<file path="src/rtl/data_mem_arbiter.sv">
// data_mem_arbiter: round-robin two-port arbiter and sequencer in front of the
// byte-addressed data memory. Each granted access runs IDLE -> ACCESS -> RESP;
// misaligned or illegal-width accesses are rejected without a memory write.
module data_mem_arbiter #(
    parameter int WA = 32,
    parameter int WD = 32
) (
    input  logic          clk,
    input  logic          rst,
    input  logic          Req0,
    input  logic          Req1,
    input  logic [WA-1:0] Addr0,
    input  logic [WA-1:0] Addr1,
    input  logic          Write0,
    input  logic          Write1,
    input  logic [2:0]    Funct30,
    input  logic [2:0]    Funct31,
    input  logic [WD-1:0] WData0,
    input  logic [WD-1:0] WData1,
    output logic          Ack0,
    output logic          Ack1,
    output logic          Err0,
    output logic          Err1,
    output logic [WD-1:0] RData0,
    output logic [WD-1:0] RData1,
    output logic [WA-1:0] MemAddr,
    output logic          MemWrite,
    output logic [2:0]    MemFunct3,
    output logic [WD-1:0] MemWData,
    input  logic [WD-1:0] MemRData
);

    typedef enum logic [1:0] {
        IDLE   = 2'd0,
        ACCESS = 2'd1,
        RESP   = 2'd2
    } state_t;

    state_t        state;
    logic          owner;
    logic          pri;
    logic [WA-1:0] addr_q;
    logic          write_q;
    logic [2:0]    f3_q;
    logic [WD-1:0] wdata_q;
    logic          bad_q;

    logic          grant;
    logic          win;
    logic [WA-1:0] sel_addr;
    logic          sel_write;
    logic [2:0]    sel_f3;
    logic [WD-1:0] sel_wdata;

    // Reject widths the memory cannot perform and accesses not naturally aligned.
    function automatic logic access_bad(input logic [2:0] f3, input logic [1:0] a);
        logic bad;
        bad = 1'b0;
        if (f3[1:0] == 2'b11)
            bad = 1'b1;
        if (f3[1:0] == 2'b10 && a != 2'b00)
            bad = 1'b1;
        if (f3[1:0] == 2'b01 && a[0])
            bad = 1'b1;
        if (f3 == 3'b011 || f3 == 3'b110 || f3 == 3'b111)
            bad = 1'b1;
        return bad;
    endfunction

    // Winner: the sole requester, or the preferred port when both request.
    assign grant     = Req0 | Req1;
    assign win       = (Req0 & Req1) ? pri : Req1;
    assign sel_addr  = win ? Addr1   : Addr0;
    assign sel_write = win ? Write1  : Write0;
    assign sel_f3    = win ? Funct31 : Funct30;
    assign sel_wdata = win ? WData1  : WData0;

    // Sequencer: latch the winner in IDLE, perform the access, then respond.
    always_ff @(posedge clk or posedge rst) begin
        if (rst) begin
            state   <= IDLE;
            owner   <= 1'b0;
            pri     <= 1'b0;
            addr_q  <= '0;
            write_q <= 1'b0;
            f3_q    <= 3'b000;
            wdata_q <= '0;
            bad_q   <= 1'b0;
            RData0  <= '0;
            RData1  <= '0;
        end else begin
            case (state)
                IDLE: begin
                    if (grant) begin
                        addr_q  <= sel_addr;
                        write_q <= sel_write;
                        f3_q    <= sel_f3;
                        wdata_q <= sel_wdata;
                        bad_q   <= access_bad(sel_f3, sel_addr[1:0]);
                        owner   <= win;
                        pri     <= ~win;
                        state   <= ACCESS;
                    end
                end
                ACCESS: begin
                    if (!write_q && !bad_q) begin
                        if (owner)
                            RData1 <= MemRData;
                        else
                            RData0 <= MemRData;
                    end
                    state <= RESP;
                end
                RESP: begin
                    state <= IDLE;
                end
                default: begin
                    state <= IDLE;
                end
            endcase
        end
    end

    // Memory strobe and completion flags decoded straight from registers, so a
    // reset during ACCESS removes the write strobe before the next edge.
    assign MemWrite  = (state == ACCESS) & write_q & ~bad_q;
    assign MemAddr   = addr_q;
    assign MemFunct3 = f3_q;
    assign MemWData  = wdata_q;
    assign Ack0      = (state == RESP) & ~owner;
    assign Ack1      = (state == RESP) &  owner;
    assign Err0      = Ack0 & bad_q;
    assign Err1      = Ack1 & bad_q;

endmodule

</file>
<file path="config.mk">
export PLATFORM = sky130hd
export DESIGN_NAME = data_mem_arbiter
export DESIGN_NICKNAME = d
export VERILOG_FILES = /design/src/rtl/data_mem_arbiter.sv
export SDC_FILE = /design/constraint.sdc
export NUM_CORES = 1
export LEC_CHECK = 0
export CAP_MARGIN = 20
export CORE_MARGIN = 5
export CORE_UTILIZATION = 39
export CTS_CLUSTER_DIAMETER = 150
export CTS_CLUSTER_SIZE = 30
export DETAILED_ROUTE_END_ITERATION = 10
export PLACE_DENSITY = 0.81
export SLEW_MARGIN = 20
export SYNTH_ARGS = -nofsm -noshare
export SYNTH_HDL_FRONTEND = slang
export SYNTH_SLANG_ARGS = --single-unit
</file>
<file path="constraint.sdc">
create_clock -name clk -period 5.4 [get_ports clk]
set_input_delay 1.08 -clock clk [delete_from_list [all_inputs] [get_ports clk]]
set_output_delay 1.08 -clock clk [all_outputs]
set_load 0.05 [all_outputs]
</file>
# After elaboration in Yosys (flattened, before gate mapping)
# Cells that the tools add are included.
word_totals:
  regBits: 137
  out_inout_bits: 136
classes:
  eq_ne: 9
  n_mux: 11
  bitwise: 11
  reduce_logical: 12
ops:
  columns: ["op", "n"]
  rows:
  - ["two-way mux 32 bit", 2]
  - ["AND 1 bit", 7]
  - ["equality test 2 bit (second input constant)", 3]
  - ["equality test 3 bit (second input constant)", 2]
  - ["two-way mux 1 bit", 6]
  - ["AND reduction 3 bit", 2]
  - ["equality test 2 x 1 -> 1 bit (second input constant)", 2]
  - ["case mux 2 bit (2 select lines)", 1]
  - ["equality test 3 x 2 -> 1 bit (second input constant)", 1]
  - ["logical AND 1 bit", 3]
  - ["two-way mux 3 bit", 1]
  - ["NOT 1 bit", 3]
  - ["logical NOT 1 bit", 2]
  - ["logical NOT 2 bit", 1]
  - ["logical OR 1 bit", 2]
  - ["two-way mux 2 bit", 1]
  - ["!= test 2 bit (second input constant)", 1]
  - ["AND reduction 2 bit", 1]
  - ["nonzero test 2 bit", 1]
  - ["OR 1 bit", 1]

# Depth between registers and ports, before layout
# Gate-level depths: netlist of run 1.
depth:
  depth_word: 8
  depth_mapped: 7
  depth_no_buf: 5

# Worst setup path before layout of run 1
# OpenSTA, ideal clock, no wires.
synth_timing:
  path_type: "register -> output"
  start: "reg state[0]"
  end: "out Err0"
  arrival_ns: 2.215
  t_required_ns: 4.320
  setup_slack_ns: 2.105
  path_stages_with_launch: 3
  n_path_buf: 0
  cell_sequence: "dfrtp_1 -> nor3b_1 -> and2_1"
synth_via:
  elab_chain_cells: 3
synth_lines:
  columns: ["element", "line_no", "rtl"]
  rows:
  - ["from (decl)", "39", "state_t state;"]
  - ["from (signal assigned)", "81", "state <= IDLE;"]
  - ["from (signal assigned)", "102", "state <= ACCESS;"]
  - ["from (signal assigned)", "112", "state <= RESP;"]
  - ["equality test 2 bit", "130", "assign Ack0 = (state == RESP) & ~owner;"]
  - ["AND 1 bit", "130", null]
  - ["via Ack0", "20", "output logic Ack0,"]
  - ["AND 1 bit", "132", "assign Err0 = Ack0 & bad_q;"]
  - ["to (decl)", "22", "output logic Err0,"]
# The timed path passes the listed nets, and every way through them passes these cells.

# Worst setup path after layout of run 1
layout_timing:
  start: "reg state[0]"
  end: "out Err0"
layout_via:
  elab_chain_cells: 3
layout_lines:
  columns: ["element", "line_no"]
  rows:
  - ["equality test 2 bit", "130"]
  - ["AND 1 bit", "130"]
  - ["AND 1 bit", "132"]
# No other way between the ends.

==> results.cfg, run 1 <==
[floorplanning]
die_area_mm2 = 0.0170
io_pins = 308
start_util_pct = 39.2
die_h_um = 130
die-width_um = 130
rows = 44
core_mm2 = 0.0144

[critical_path]
crit_path_end_kind = output port
start_kind = flip-flop
crit_type = reg2out
critical_path_arrival_ps = 2110
cp_max_fo = 5
required_ps = 4320

[synthesis]
yosys.area.top_type = dfrtp_1
synthCells = 466
synth_seq_cells = 137
synth.area.top_cells = dfrtp_1 (61%), nand2_1 (9.1%), a22oi_1 (8.4%)
synthDistinctLibCells = 29
synth_ff_type = dfrtp_1
synth_fp_nets = 638
synth_seq_area_share_pct = 60.8
syn_area_per_cell_um2 = 12.1
yosysWarningCount = 0
async_flop_share_pct = 100
synth_edf_count = 0
synth_top_area_share_pct = 60.8
synth_commonest_cells = dfrtp_1 (137), nand2_1 (137), a22oi_1 (63), mux2_2 (33), mux2_4 (30)
syn_area_mm2 = 0.00564

[timing]
post-route-period-util_pct = 59.0
fin_crit_ps = 3190
relSlewSlack_pct = 45.1
fin_setup_tns_ps = 0
hold_violations = 0
fmax_mhz = 314
rsz0062_at_grt = false
skew_ps = 5.59
setup_viol = 0
tightest_slew_ps = 823
slew_violations = 0

[global_routing]
grt.total_usage_pct = 20.3
antenna_found_initial = 0
grt_pass1_vias = 5128
grt_first_pass_wirelength_um = 26500
grt-ovfl-total = 0
grt_max_degree = 95

[job]
maxCapViolations = 0

[cells_and_area]
stdcell_count = 967
multi_input_comb_area_mm2 = 0.00208
drive_above_1_share_pct = 13.4
nNetsFinal = 942
area_growth_pct = 68.0
n_antenna_cell = 0
seqCellArea_mm2 = 0.00343
fillers = 1053

[drt]
totalWireLength_um = 17700
drc_errors = 0
via_count = 4829
final_antenna_net_count = 0
wl_per_cell_um = 18.3
dr.pass1.iters = 5
vias_per_cell = 4.99
drtIter0Drc = 216

[clock_network]
cts_tree = built
clk-insertion-delay-late_ps = 410
clock_path_buffers = 2
cts_sinks = 137
postCtsSetupBuffers = 0
cts-root-buf = clkbuf_16
cts_buffers = 17
h-tree-depth = 4
cts_hold_buf = 0
clk_pin_slew_worst_paths_ps = 60
cts_resized = 0

[pwr]
peakVddDrop_v = 0.000331
internal_power_uw = 3750
p_sw_uw = 3360
swShare_pct = 47.2
power_frac_comb_pct = 57.3
p_leak_uw = 0.00421
seq_power_share_pct = 26.3
p_clk_share_pct = 16.5
p_per_area_mw_per_mm2 = 751

[placed_design]
port_buffers = 307
gp_congestion = 0.821
placed_cells = 935
hpwl_um = 13400

[run_status]
status = finished clean

[worst_hold_path]
hp-class = reg2reg
[critical path, stage by stage (launching register included)]
cell and delay [ps]:
dfrtp_1 440, nor3b_1 290, and2_1 160, clkdlybuf4s50_1 810
[layout make-up]
class	count	share of cell area, %
multi-input combinational	296	21.9
clock inverter	13	1.74
inverter	6	0.291
clock buffer	19	4.57
sequential	137	36.2
timing repair buffer	312	32.8
tap	184	2.43
[through the flow]
stage | utilization (%) | hold WS (ps) | total power, uW | worst slack (ps) | instance area, um2
4_1_cts | 65.9 | 486 | 7170 | 2180 | 9470
5_1_grt | 65.9 | 513 | 7440 | 2110 | 9470
6_report | 65.9 | 482 | 7110 | 2210 | 9470
2_1_floorplan | - | 520 | 4510 | 652 | 5640
3_5_place_dp | 61.8 | 471 | 5980 | 2100 | 8880
3_3_place_gp | 61.8 | 463 | 5890 | 2160 | 8880
[power groups by stage]
| stage | Combinational, uW | Sequential [uW] | Clock (uW) |
|---|---|---|---|
| after detailed placement | 4090 | 1880 | 0 |
| final | 4070 | 1870 | 1170 |
| after CTS | 4110 | 1870 | 1190 |
| after global placement | 4040 | 1850 | 0 |
| after floorplan | 978 | 3530 | 0 |
| after global routing | 4270 | 1930 | 1240 |
[final timing paths]
kind,startpoint,to,slack (ps),depth (start not counted)
max in group asynchronous,rst,RData1[23]$_DFFE_PP0P_,3110,3
min reg2reg,MemFunct3[1]$_DFFE_PP0P_,MemFunct3[1]$_DFFE_PP0P_,480,2
min,MemFunct3[1]$_DFFE_PP0P_,MemFunct3[1]$_DFFE_PP0P_,480,2
max,state[0]$_DFFE_PP0P_,Err0,2210,3
min in group asynchronous,rst,RData1[22]$_DFFE_PP0P_,1210,2
max reg2reg,state[0]$_DFFE_PP0P_,bad_q$_DFFE_PP0P_,3360,6
[cell families after synthesis]
group | after synthesis | synth area share, %
simple gates | 152 | 11.0
mux | 66 | 15.2
compound gates | 78 | 10.1
flops | 137 | 60.8
buf+inv | 33 | 2.93
[metal layers]
metal  vias to the layer above  GRT usage (%)  routed length, um
met5                         -              0                  0
met1                      2313           23.4               6610
li1                       2240              -                  -
met4                         0           6.54                389
met2                       252           34.5               8700
met3                        24           8.27               2010
[state kept, by name (all words and copies together), names as in the netlist]
signal / cells
owner: 1
RData0: 32
RData1: 32
bad_q: 1
MemWData: 32
state: 2
MemAddr: 32
pri: 1
MemFunct3: 3
write_q: 1
[cell usage in the layout (no fill, tap or decap), drive strengths merged, types with 3 or more instances in the layout]
cell | Yosys | layout
clkdlybuf4s50 | 0 | 307
dfrtp | 137 | 137
nand2 | 137 | 137
mux2 | 65 | 65
a22oi | 63 | 63
clkbuf | 9 | 19
inv | 6 | 11
buf | 18 | 5
nor2 | 5 | 5
a21oi | 4 | 4
clkinv | 0 | 4
bufinv | 0 | 3
o21ai | 3 | 3
Power figures use the tool's default switching activity.
==> inputs of run 2 (changes only) <==
--- a/config.mk
+++ b/config.mk
@@ -7,11 +7,11 @@
 export LEC_CHECK = 0
 export CAP_MARGIN = 20
 export CORE_MARGIN = 5
-export CORE_UTILIZATION = 39
+export CORE_UTILIZATION = 35
 export CTS_CLUSTER_DIAMETER = 150
 export CTS_CLUSTER_SIZE = 30
 export DETAILED_ROUTE_END_ITERATION = 10
-export PLACE_DENSITY = 0.81
+export PLACE_DENSITY = 0.76
 export SLEW_MARGIN = 20
 export SYNTH_ARGS = -nofsm -noshare
 export SYNTH_HDL_FRONTEND = slang
==> constraint.sdc (replaced) <==
create_clock -name clk -period 2.8 [get_ports clk]
set_input_delay 0.56 -clock clk [delete_from_list [all_inputs] [get_ports clk]]
set_output_delay 0.56 -clock clk [all_outputs]
set_load 0.05 [all_outputs]
==> run 2 against run 1 <==
Against the previous run: non-clock buffer count up 7; global-route usage fell by 0.74 points; register-to-register slack worse by 2900 ps; final cell count rose by 4.0%; count of clock-buffer cells in the layout stayed put; highest routed layer unchanged.
==> results.cfg, run 2 (synthesized netlist as in run 1, its figures left out) <==
[global_routing]
grt_pass1_vias = 5276
grt.total_usage_pct = 19.6
grt_max_degree = 85
grt-ovfl-total = 0
grt_first_pass_wirelength_um = 28300
antenna_found_initial = 0

[pwr]
p_total_uw = 13800
p_clk_share_pct = 16.6
internal_power_uw = 7290
p_leak_uw = 0.00425
p_sw_uw = 6510
peakVddDrop_v = 0.000805
swShare_pct = 47.2
p_per_area_mw_per_mm2 = 1440
power_frac_comb_pct = 57.2
seq_power_share_pct = 26.2

[floorplanning]
start_util_pct = 35.6
io_pins = 308
die_h_um = 137
die_area_mm2 = 0.0187
die-width_um = 137
rows = 46
core_mm2 = 0.0158

[critical_path]
cp_max_fo = 5
cp-startpoint = state[1]$_DFFE_PP0P_
r2r-start = state[0]$_DFFE_PP0P_
crit_end = MemWrite
start_kind = flip-flop
path_cells = nand2b_4 -> nor3b_1 -> clkdlybuf4s50_1
crit_path_end_kind = output port
crit_path_top_delay_cell = clkdlybuf4s50_1
reg2reg_slack_ps = 440
cp_slowest_stage_delay_ps = 860
crit_type = reg2out
r2r-end = MemWData[0]$_DFFE_PP0P_
rr_worst_depth = 6
required_ps = 2240
critical_path_arrival_ps = 2040

[cells_and_area]
stdcell_count = 1006
nNetsFinal = 949
drive_above_1_share_pct = 14.6
n_antenna_cell = 0
final_common_cell = clkdlybuf4s50_1
fin_util_pct = 60.6
area_growth_pct = 70.0
final_cell_mix = clkdlybuf4s50_1 (305), dfrtp_1 (137), nand2_1 (137), a22oi_1 (63), mux2_2 (33)
fillers = 1252

[timing]
fin_setup_tns_ps = 0
fmax_mhz = 384
setup_viol = 0
post-route-period-util_pct = 92.9
rsz0062_at_grt = false
slew_violations = 0
skew_ps = 11.0
hold_violations = 0
fin_crit_ps = 2600
relSlewSlack_pct = 29.5
tightest_slew_ps = 1050

[clock_network]
cts_sinks = 137
cts_tree = built
clk-insertion-delay-late_ps = 410
clk_pin_slew_worst_paths_ps = 50
cts-root-buf = clkbuf_16
cts_resized = 0
postCtsSetupBuffers = 0
clock_path_buffers = 2
cts_hold_buf = 0
cts_buffers = 17
h-tree-depth = 4

[worst_hold_path]
hp-class = reg2reg
min_from = MemFunct3[1]$_DFFE_PP0P_

[drt]
totalWireLength_um = 18500
dr.pass1.iters = 4
via_count = 4863
drc_errors = 0
drtIter0Drc = 215
vias_per_cell = 4.83
wl_per_cell_um = 18.4
final_antenna_net_count = 0

[job]
maxCapViolations = 0

[placed_design]
placed_cells = 974
hpwl_um = 14300
gp_congestion = 0.845
port_buffers = 307

[run_status]
status = finished clean
## run 2: cell type report
| cell class | count | area, um2 | share of cell area (%) |
|---|---|---|---|
| Sequential cell | 137 | 3430 | 35.8 |
| Timing Repair Buffer | 319 | 3170 | 33.1 |
| Multi-Input combinational cell | 296 | 2080 | 21.7 |
| Clock buffer | 19 | 443 | 4.62 |
| Tap cell | 216 | 270 | 2.82 |
| Clock inverter | 13 | 168 | 1.75 |
| Inverter | 6 | 26.3 | 0.274 |
## run 2: stage by stage
stage                     worst slack [ps]  hold WS (ps)  cell area, um2
after CTS                              160           483            9590
after global placement                 100           462            8970
after global routing                   100           524            9590
after floorplan                       25.1           520            5640
after detailed placement             -60.9           476            8970
final                                  199           479            9590
## run 2: power by group through the flow
stage / sequential, uW / clock (uW) / combinational [uW]
CTS: 3630 / 2340 / 7960
global route: 3740 / 2440 / 8260
detailed placement: 3640 / 0 / 7940
finish: 3620 / 2280 / 7900
global placement: 3590 / 0 / 7790
floorplan: 6810 / 0 / 1890
## run 2: routing by layer
metal  up-vias  wire length, um  track usage, %
li1       2236                -               -
met2       250             9180            33.1
met5         -                0               0
met4         0              376            7.59
met3        30             1820            7.06
met1      2347             7140            22.6
## run 2: worst min path at each step
stage / end / slack [ps] / depth (start not counted)
2_1_floorplan: owner$_DFFE_PP0P_ / 520 / 1
3_3_place_gp: MemAddr[0]$_DFFE_PP0P_ / 460 / 2
3_5_place_dp: RData0[20]$_DFFE_PP0P_ / 480 / 1
4_1_cts: MemFunct3[1]$_DFFE_PP0P_ / 480 / 2
5_1_grt: MemFunct3[1]$_DFFE_PP0P_ / 520 / 2
6_report: MemFunct3[1]$_DFFE_PP0P_ / 480 / 2
## run 2: critical path: cells and delay by family (launching register included)
family	cells	cell delay, ps
DFF	1	410
and+or+nand+nor	2	360
buffers and inverters	1	860
==> inputs of run 3 (changes only) <==
--- a/config.mk
+++ b/config.mk
@@ -6,7 +6,7 @@
 export NUM_CORES = 1
 export LEC_CHECK = 0
 export CAP_MARGIN = 20
-export CORE_MARGIN = 5
+export CORE_MARGIN = 2
 export CORE_UTILIZATION = 35
 export CTS_CLUSTER_DIAMETER = 150
 export CTS_CLUSTER_SIZE = 30
==> run 3 against run 2 <==
Against the previous run: die area fell by 8.6%; design area decreased by 0.17%; sequential share of layout area increased by 0.061 points; register-to-register slack better by 230 ps; non-clock buffer count down 1; clock skew hardly changed; count of clock-buffer cells in the layout down 2; fmax decreased by 3.7%; clock power about the same; critical path type unchanged; critical endpoint is now Err1; highest routed layer unchanged.
==> results.cfg, run 3 (synthesized netlist as in run 1, its figures left out) <==
[floorplanning]
die-width_um = 131
die_h_um = 131
start_util_pct = 35.6
rows = 46
io_pins = 308
die_area_mm2 = 0.0171
core_mm2 = 0.0158

[timing]
setup_viol = 0
skew_ps = 11.2
fin_setup_tns_ps = 0
tightest_slew_ps = 996
fmax_mhz = 370
hold_violations = 0
rsz0062_at_grt = false
relSlewSlack_pct = 33.4
hold_slack_ps = 485
slew_violations = 0
fin_crit_ps = 2700
setup_slack_ps = 98.8
post-route-period-util_pct = 96.5

[cells_and_area]
area_growth_pct = 69.7
n_antenna_cell = 0
final_common_cell = clkdlybuf4s50_1
nNetsFinal = 948
stdcell_count = 1004
drive_above_1_share_pct = 14.3
fin_util_pct = 60.5
final_cell_mix = clkdlybuf4s50_1 (306), dfrtp_1 (137), nand2_1 (137), a22oi_1 (63), mux2_2 (33)

[drt]
drc_errors = 0
totalWireLength_um = 17400
detailroute.wirelength.met2_um = 8760
wl_per_cell_um = 17.4
routed-wl-met3_um = 1650
final_antenna_net_count = 0
via_count = 4873
dr.pass1.iters = 5
vias_per_cell = 4.85
drt-met1-wl_um = 6730
drtIter0Drc = 244
routed.top_layer = met4

[clock_network]
cts_hold_buf = 0
cts_resized = 0
cts_buffers = 17
cts_sinks = 137
clock_path_buffers = 2
cts-root-buf = clkbuf_16
clk_pin_slew_worst_paths_ps = 60
clk-insertion-delay-late_ps = 410
cts_tree = built
postCtsSetupBuffers = 0
h-tree-depth = 4

[global_routing]
grt.total_usage_pct = 20.0
grt_max_degree = 138
grt_pass1_vias = 5012
grt-ovfl-total = 0
antenna_found_initial = 0
grt_first_pass_wirelength_um = 26200

[placed_design]
port_buffers = 307
gp_congestion = 0.815
place_ws_ps = 12.8
hpwl_um = 12800
placed_cells = 973

[critical_path]
r2r-start = state[0]$_DFFE_PP0P_
crit_type = reg2out
rr_worst_depth = 6
cp_max_fo = 5
start_kind = flip-flop
critical_path_arrival_ps = 2140
reg2reg_slack_ps = 670
required_ps = 2240
crit_path_end_kind = output port
r2r-end = MemAddr[30]$_DFFE_PP0P_

[worst_hold_path]
hold_depth = 2
min_from = MemAddr[0]$_DFFE_PP0P_
hp-class = reg2reg
min_to = MemAddr[0]$_DFFE_PP0P_

[pwr]
peakVddDrop_v = 0.000756
p_per_area_mw_per_mm2 = 1440
p_leak_uw = 0.00424

[run_status]
status = finished clean

[job]
maxCapViolations = 0
==> run 3: area by class of cell <==
cell class                 instances  area (um2)
clock buffer                      17         425
tap                              216         270
timing repair buffer             318        3170
multi-input combinational        296        2080
fill                            1203        6260
sequential                       137        3430
inverter                           6        26.3
clock inverter                    14         174
==> run 3: critical path, cell delays in order, from the launching register on <==
cell and delay, ps:
dfrtp_1 440, and3b_1 310, and2_1 140, clkdlybuf4s50_1 850
==> run 3: how the worst max path moves through the flow <==
stage,start,cells after the start,slack (ps),to
after floorplan,state[0]$_DFFE_PP0P_,2,30,Err0
after global placement,Req0,8,130,MemWData[3]$_DFFE_PP0P_
after detailed placement,Req0,8,10,MemWData[6]$_DFFE_PP0P_
after CTS,state[0]$_DFFE_PP0P_,3,70,Err1
after global routing,state[0]$_DFFE_PP0P_,3,30,Err0
final,state[0]$_DFFE_PP0P_,3,100,Err1
==> run 3: metal layers <==
layer / vias to the layer above / GRT usage [%]
met5: - / 0
met4: 0 / 8.82
met3: 24 / 6.15
met2: 281 / 35.0
met1: 2329 / 22.7
li1: 2239 / -
==> run 3: power by group <==
part | switching (uW) | total (uW) | internal, uW
clock | 849 | 2250 | 1400
sequential | 636 | 3620 | 2980
combinational | 5010 | 7880 | 2870
==> run 3: stage by stage <==
stage          area, um2  total power [uW]
2_1_floorplan       5640              8700
3_3_place_gp        8970             11400
3_5_place_dp        8970             11500
4_1_cts             9570             13900
5_1_grt             9570             14400
6_report            9570             13800
